--- config.mk ---
export PLATFORM = sky130hd
export DESIGN_NAME = descrambler_unpack
export DESIGN_NICKNAME = d
export VERILOG_FILES = /design/src/rtl/descr_pkg.sv /design/src/rtl/descr_word_fifo.sv /design/src/rtl/descrambler_unpack.sv
export SDC_FILE = /design/constraint.sdc
export NUM_CORES = 1
export LEC_CHECK = 0
export ABC_CLOCK_PERIOD_IN_PS = 4300
export CAP_MARGIN = 0
export CORE_ASPECT_RATIO = 0.8
export CORE_MARGIN = 1
export CORE_UTILIZATION = 60
export DETAILED_ROUTE_END_ITERATION = 16
export DONT_BUFFER_PORTS = 1
export PLACE_DENSITY = 0.85
export SETUP_SLACK_MARGIN = 0.02
export SLEW_MARGIN = 40
export SYNTH_ARGS = -nofsm -noshare
export SYNTH_HDL_FRONTEND = slang
export SYNTH_SLANG_ARGS = --single-unit
--- constraint.sdc ---
create_clock -name clk -period 4.3 [get_ports clk]
set_input_delay 0.86 -clock clk [delete_from_list [all_inputs] [get_ports clk]]
set_output_delay 0.86 -clock clk [all_outputs]
set_load 0.01 [all_outputs]
--- src/rtl/descr_pkg.sv ---
// Shared widths, phase encoding and the inverse nibble transform for the
// 4-phase nibble descrambler.
package descr_pkg;

    localparam int PHASE_W = 2;
    localparam int NIB_W   = 4;

    typedef enum logic [PHASE_W-1:0] {
        PH_INV = 2'd0,
        PH_R1  = 2'd1,
        PH_R2  = 2'd2,
        PH_R3  = 2'd3
    } phase_e;

    // Undoes the upstream transform: inversion, or rotate right by the phase
    function automatic logic [NIB_W-1:0] descr_inv(input logic [NIB_W-1:0] d,
                                                   input phase_e ph);
        logic [NIB_W-1:0] r;
        case (ph)
            PH_INV:  r = ~d;
            PH_R1:   r = {d[0], d[3:1]};
            PH_R2:   r = {d[1:0], d[3:2]};
            default: r = {d[2:0], d[3]};
        endcase
        return r;
    endfunction

endpackage

--- src/rtl/descr_word_fifo.sv ---
// Two-entry valid/ready word buffer with full and drop reporting.
// Entry 0 is always the head; a push into a full buffer without a pop is dropped.
module descr_word_fifo
    import descr_pkg::*;
#(
    parameter int W = 16
) (
    input  logic         clk,
    input  logic         reset,
    input  logic         push,
    input  logic [W-1:0] push_data,
    input  logic         ready,
    output logic [W-1:0] head,
    output logic         valid,
    output logic         full,
    output logic         drop
);

    logic [W-1:0] mem0_q;
    logic [W-1:0] mem1_q;
    logic [1:0]   count_q;
    logic         pop;

    assign valid = (count_q != 2'd0);
    assign full  = (count_q == 2'd2);
    assign pop   = valid & ready;
    assign drop  = push & full & ~pop;
    assign head  = mem0_q;

    always_ff @(posedge clk or posedge reset) begin
        if (reset) begin
            mem0_q  <= '0;
            mem1_q  <= '0;
            count_q <= 2'd0;
        end else begin
            case (count_q)
                2'd0: begin
                    if (push) begin
                        mem0_q  <= push_data;
                        count_q <= 2'd1;
                    end
                end
                2'd1: begin
                    // With a pop the new word replaces the departing head
                    if (push && pop) begin
                        mem0_q <= push_data;
                    end else if (push) begin
                        mem1_q  <= push_data;
                        count_q <= 2'd2;
                    end else if (pop) begin
                        count_q <= 2'd0;
                    end
                end
                default: begin
                    if (pop) begin
                        mem0_q <= mem1_q;
                        if (push) begin
                            mem1_q <= push_data;
                        end else begin
                            count_q <= 2'd1;
                        end
                    end
                end
            endcase
        end
    end

endmodule

--- src/rtl/descrambler_unpack.sv ---
// Tracks the scrambler phase, recovers each nibble and packs WORD_NIBBLES of
// them into a word for the output buffer. DESCR_PARITY_EN adds dout_parity.
module descrambler_unpack
    import descr_pkg::*;
#(
    parameter  int WORD_NIBBLES = 4,
    localparam int DW           = NIB_W * WORD_NIBBLES
) (
    input  logic             clk,
    input  logic             reset,
    input  logic [NIB_W-1:0] din,
    input  logic             din_valid,
    input  logic             phase_sync,
    output logic [DW-1:0]    dout,
    output logic             dout_valid,
    input  logic             dout_ready,
`ifdef DESCR_PARITY_EN
    output logic             dout_parity,
`endif
    output logic             overflow
);

`ifdef DESCR_PARITY_EN
    localparam int FW = DW + 1;
`else
    localparam int FW = DW;
`endif

    logic [PHASE_W-1:0] phase_q;
    logic [2:0]         cnt_q;
    logic [DW-1:0]      pack_q;
    logic               push_q;
    logic [FW-1:0]      push_data_q;

    logic [PHASE_W-1:0] eff_phase;
    logic [2:0]         idx;
    logic [NIB_W-1:0]   nib;
    logic [DW-1:0]      pack_next;
    logic [FW-1:0]      word_in;
    logic               word_done;

    logic [FW-1:0]      fifo_head;
    logic               fifo_full;
    logic               fifo_drop;

    always_comb begin
        eff_phase = phase_sync ? '0 : phase_q;
        idx       = phase_sync ? 3'd0 : cnt_q;
        nib       = descr_inv(din, phase_e'(eff_phase));
        // A sync drops whatever partial word was being assembled
        pack_next = phase_sync ? '0 : pack_q;
        pack_next[idx*NIB_W +: NIB_W] = nib;
        word_done = din_valid && (idx == 3'(WORD_NIBBLES - 1));
`ifdef DESCR_PARITY_EN
        word_in   = {^pack_next, pack_next};
`else
        word_in   = pack_next;
`endif
    end

    // Completed words are staged one cycle before entering the buffer
    always_ff @(posedge clk or posedge reset) begin
        if (reset) begin
            phase_q     <= '0;
            cnt_q       <= 3'd0;
            pack_q      <= '0;
            push_q      <= 1'b0;
            push_data_q <= '0;
            overflow    <= 1'b0;
        end else begin
            push_q <= word_done;
            if (word_done) begin
                push_data_q <= word_in;
            end
            if (din_valid) begin
                phase_q <= eff_phase + 1'b1;
                if (word_done) begin
                    cnt_q  <= 3'd0;
                    pack_q <= '0;
                end else begin
                    cnt_q  <= idx + 3'd1;
                    pack_q <= pack_next;
                end
            end
            if (fifo_full && fifo_drop) begin
                overflow <= 1'b1;
            end
        end
    end

    descr_word_fifo #(
        .W (FW)
    ) u_fifo (
        .clk       (clk),
        .reset     (reset),
        .push      (push_q),
        .push_data (push_data_q),
        .ready     (dout_ready),
        .head      (fifo_head),
        .valid     (dout_valid),
        .full      (fifo_full),
        .drop      (fifo_drop)
    );

`ifdef DESCR_PARITY_EN
    assign dout        = fifo_head[DW-1:0];
    assign dout_parity = fifo_head[DW];
`else
    assign dout        = fifo_head;
`endif

endmodule

After elaboration in Yosys (flattened, before gate mapping)
Cells that the tools add are included.
- add/subtract/negate cells: 3
- equality and inequality tests: 10
- shift operators: 2
- multiplexer cells: 22
- bitwise gates (word level): 6
- reductions and logical operators: 11
- operators with widths (kind ; number):
    two-way mux 16 bit ; 8
    case mux 16 bit (2 select lines) ; 2
    negation 5 -> 34 bit ; 1
    variable shift 4 x 34 -> 16 bit (first input constant) ; 1
    indexed part select 4 x 34 -> 16 bit ; 1
    bitwise mux 16 bit ; 1
    two-way mux 2 bit ; 7
    case mux 4 bit (3 select lines) ; 1
    two-way mux 3 bit ; 2
    AND reduction 3 bit ; 2
    AND reduction 5 bit ; 1
    == test 2 x 1 -> 1 bit (second input constant) ; 2
    == test 2 bit (second input constant) ; 2
    logical NOT 2 bit ; 2
    inequality test 2 bit (second input constant) ; 2
    NOT 4 bit ; 1
    case mux 2 bit (2 select lines) ; 1
    nonzero test 2 bit ; 2
    adder 3 x 1 -> 3 bit (second input constant) ; 1
    AND 1 bit ; 3
    == test 3 x 2 -> 1 bit (second input constant) ; 1
    logical AND 1 bit ; 3
    inequality test 3 x 1 -> 1 bit (second input constant) ; 1
    inequality test 3 x 2 -> 1 bit (second input constant) ; 1
    4 further kinds ; 5
- register bits after elaboration: 73
- input port bits: 9
- output and inout port bits: 18
- logic and storage cells: 63

Logic depth before layout (Yosys ltp)
- depth in word-level cells: 6
- mapped depth: 9
- depth with buffers taken out: 7

By module
From an unflattened synthesis, not the netlist that was laid out.
- cells, all modules: 333
- area total of the unflattened synthesis: 3682.3 um2
- modules (own cells, without submodules) (module ; times used ; cells each ; area each (um2) ; sequential area each (um2)):
    descrambler_unpack ; 1 ; 190 ; 1934.4 ; 975.9
    descr_word_fifo ; 1 ; 143 ; 1747.9 ; 850.8

Worst setup path after synthesis
No wires, ideal clock.
- kind: input -> register
- start point: input phase_sync
- end point: register push_data_q[14]
- setup time: 0.076 ns
- arrival: 2.568 ns
- required time: 4.224 ns
- slack: 1.655 ns
- stages: 8
- buffers on the path: 2
- path through: buf_2 nand2b_1 ha_1 ha_1 clkbuf_1 inv_1 or4_4 o21ai_1
- word-level cells in the longest chain between the ends: 5
- RTL lines (item ; line ; text):
    start, declared ; descrambler_unpack.sv:13 ; input logic phase_sync,
    parallel branches: the longest is 5 deep, another holds negation 5 -> 34 bit ; - ;
    end signal, assigned ; descrambler_unpack.sv:73 ; push_data_q <= word_in;
    end, declared ; descrambler_unpack.sv:33 ; logic [FW-1:0] push_data_q;
Parallel ways; which one is timed is not known.
A chain may end at the register's enable or synchronous reset.

Worst setup path after layout
- start point: input phase_sync
- end point: register push_data_q[12]
Same word-level chain as after synthesis.

==> flow_summary.ini <==
[setup_path]
crit_slowest_cell = or4_4
cp.arrival_ns = 2.76
path_cells = nand2b_1 -> inv_1 -> ha_1 -> nand3_2 -> or4_4 -> o21ai_1
critical_path_buf_inv_count = 1
startpoint_type = input pin
crit_path_max_incr_delay_ns = 0.68
crit_family = simple AND/OR/NAND/NOR gates
cp-end-kind = flop
path_max_fanout = 24
critPathKind = in2reg
required_ns = 4.58

[yosys]
synth_enable_flop_cells = 0
synth_cell_type_count = 45
synth_top_cell_area_share = 0.528
netlist_top_cells_area = dfrtp_1, mux2_2, mux2i_1, a22o_1, ha_1
yosysWarnings = 0
synth_nets = 320
synthFlopType = dfrtp_1
synth_area_per_cell_um2 = 11.4
synth_area_leader_cell = dfrtp_1
netlist_area_mm2 = 0.00346
ys_ff_latch = 73
postSynthCellCount = 302
ys_seq_area_frac = 0.528
synthArstFlopShare = 1.00

[cells_and_area]
antenna_cells = 0
fillers = 419
finish.instance_area_mm2 = 0.00375
drive_gt1_frac = 0.151
syn_to_final_growth_pct = 8.43
nets = 318

[sta]
hold_violations = 0
fin_crit_sh = 0.578
worst_slack_ns = 1.81
tns_ns = 0
fmax_mhz = 402
finalCriticalPeriod_ns = 2.49
holdWs_ns = 0.429
tightest_slew_ns = 0.730
relSlewSlack = 0.513
fin_worst_skew_ns = 0.0104
finalSetupViolCount = 0
final-max-slew-violation-count = 0
grt_setup_unrepaired = no

[grt]
track_usage = 0.251
met1_usage = 0.354
grt_first_pass_wirelength_um = 11300
grt_max_degree = 45
busiest_layer = met1
use_met3 = 0.0910
antenna_found_initial = 0
grt_overflow_total = 0
grt_pass1_vias = 2244
use_met2 = 0.354

[hold_path]
worstHoldPathType = in2async

[place]
dpl.hpwl_um = 4590
placed_cell_area_mm2 = 0.00351
portBuffers = 0
globalplace.congestion = 0.902
post-place-ws_ns = 1.47

[clock_tree]
clock_latency_ns = 0.36
cts_buffers = 9
cts_num_sinks = 73
htreeDepth = 3
cts_hold_buf = 0
clk_pin_slew_ns = 0.08
post_cts_buffers = 0
cts_resized = 0
clock_path_buffers = 2
cts_tree = yes
root_buffer = clkbuf_8

[floorplan]
pin_count = 27
die-area_mm2 = 0.00607
die_h_um = 69.9
start_util = 0.629
core_mm2 = 0.00550
row_count = 24
die_x_um = 86.9

[detailed_routing]
wl_um = 6750
drc = 0
wl_per_cell_um = 17.6
final_antenna_net_count = 0
first_pass_iters = 5
viasPerCell = 6.07
vias = 2325
dr.first_iter.drc_count = 148

[power_and_ir_drop]
power.leakage_uw = 0.00165
vdd_ir_drop_max_mv = 0.242
powerDensity_mw_per_mm2 = 477

[run]
maxCapViolations = 0

[outcome]
status = finished, final reports clean
## final cells by class
type / instances / area [um2] / share of cell area
repair buffers: 1 / 7.51 / 0.00200
inverters: 13 / 51.3 / 0.0137
well taps: 78 / 97.6 / 0.0260
multi-input cells: 202 / 1520 / 0.406
clock buffers: 10 / 128 / 0.0340
clock inverters: 6 / 115 / 0.0307
flip-flops and latches: 73 / 1830 / 0.488
## where the power goes
| part | switching, uW | internal, uW | leakage [uW] |
|---|---|---|---|
| logic | 147 | 99.8 | 0.000571 |
| clock network | 261 | 388 | 0.000117 |
| registers | 106 | 787 | 0.000963 |
## cell usage after synthesis (2+ instances only)
cell        n
nor3_1      5
inv_1      12
a22oi_1     8
buf_4       2
mux2_2     17
nand2b_1   13
nor2_1     28
a32o_1      2
ha_1        9
o211ai_1    2
dfrtp_1    73
o2bb2ai_1   4
o31ai_2     3
o21ai_0    12
a22o_1     14
nand2_1     8
clkbuf_1    6
nand3b_1    2
a221o_1     8
mux2i_1    16
a32oi_1     2
buf_2       6
o21ai_1     4
o31a_1      2
and2_1      2
nor2b_1     2
a21oi_1    22
## worst paths after layout
path                       startpoint         endpoint  slack (ns)  cells after the start
max                        phase_sync  push_data_q[12]        1.81                      6
min                             reset         overflow        0.43                      1
max reg2reg                  cnt_q[0]  push_data_q[12]        1.91                      6
min reg2reg                pack_q[11]       pack_q[11]        0.51                      1
max in group asynchronous       reset   push_data_q[4]        3.10                      2
min in group clk           pack_q[11]       pack_q[11]        0.51                      1
## registers in the layout, summed over array words and instances, names as in the netlist
signal / flops
u_fifo.head: 16
u_fifo.mem1_q: 16
u_fifo.count_q: 2
push_data_q: 16
pack_q: 16
push_q: 1
overflow: 1
cnt_q: 3
phase_q: 2
## per-stage QoR
| step | util | instances | total power (uW) |
|---|---|---|---|
| after floorplan | - | 302 | 1090 |
| after global placement | 0.636 | 367 | 1130 |
| after detailed placement | 0.638 | 367 | 1150 |
| after CTS | 0.682 | 383 | 1800 |
| after global routing | 0.682 | 383 | 1880 |
| final | 0.682 | 383 | 1790 |
## metal layers
metal	up-vias	part of all wire	routed length (um)
met5	-	0	0
met3	16	0.061	415
met2	74	0.45	3010
met1	1129	0.47	3210
met4	0	0.019	125
li1	1106	-	-
## worst reg2reg max path, cell delays in order, from the launching register on
cell and delay, ns:
dfrtp_1 0.44, nand2b_1 0.16, inv_1 0.14, ha_1 0.30, nand3_2 0.43, or4_4 0.69, o21ai_1 0.17
## cell usage in the layout, fill, tap and decap left out, types with 2 or more instances in the layout
cell and count:
a21oi_1 22, a221o_1 8, a22o_1 14, a22oi_1 8, a32o_1 2, a32oi_1 2
and2_1 2, bufinv_16 3, clkbuf_8 9, dfrtp_1 72, ha_1 9, inv_1 11
mux2_2 17, mux2i_1 16, nand2_1 8, nand2b_1 13, nand3b_1 2, nor2_1 28
nor2b_1 2, nor3_1 5, o211ai_1 2, o21ai_0 12, o21ai_1 4, o2bb2ai_1 4
o31a_1 2, o31ai_2 3
## cell families after synthesis
kind of cell,count (synthesis),share of synthesized area
adders and majority gates,9,0.0326
DFF,73,0.528
AOI/OAI and AO/OA,88,0.184
buffers and inverters,27,0.0337
and+or+nand+nor,72,0.120
muxes,33,0.102
Note: power is estimated with default switching activity, not from simulation.
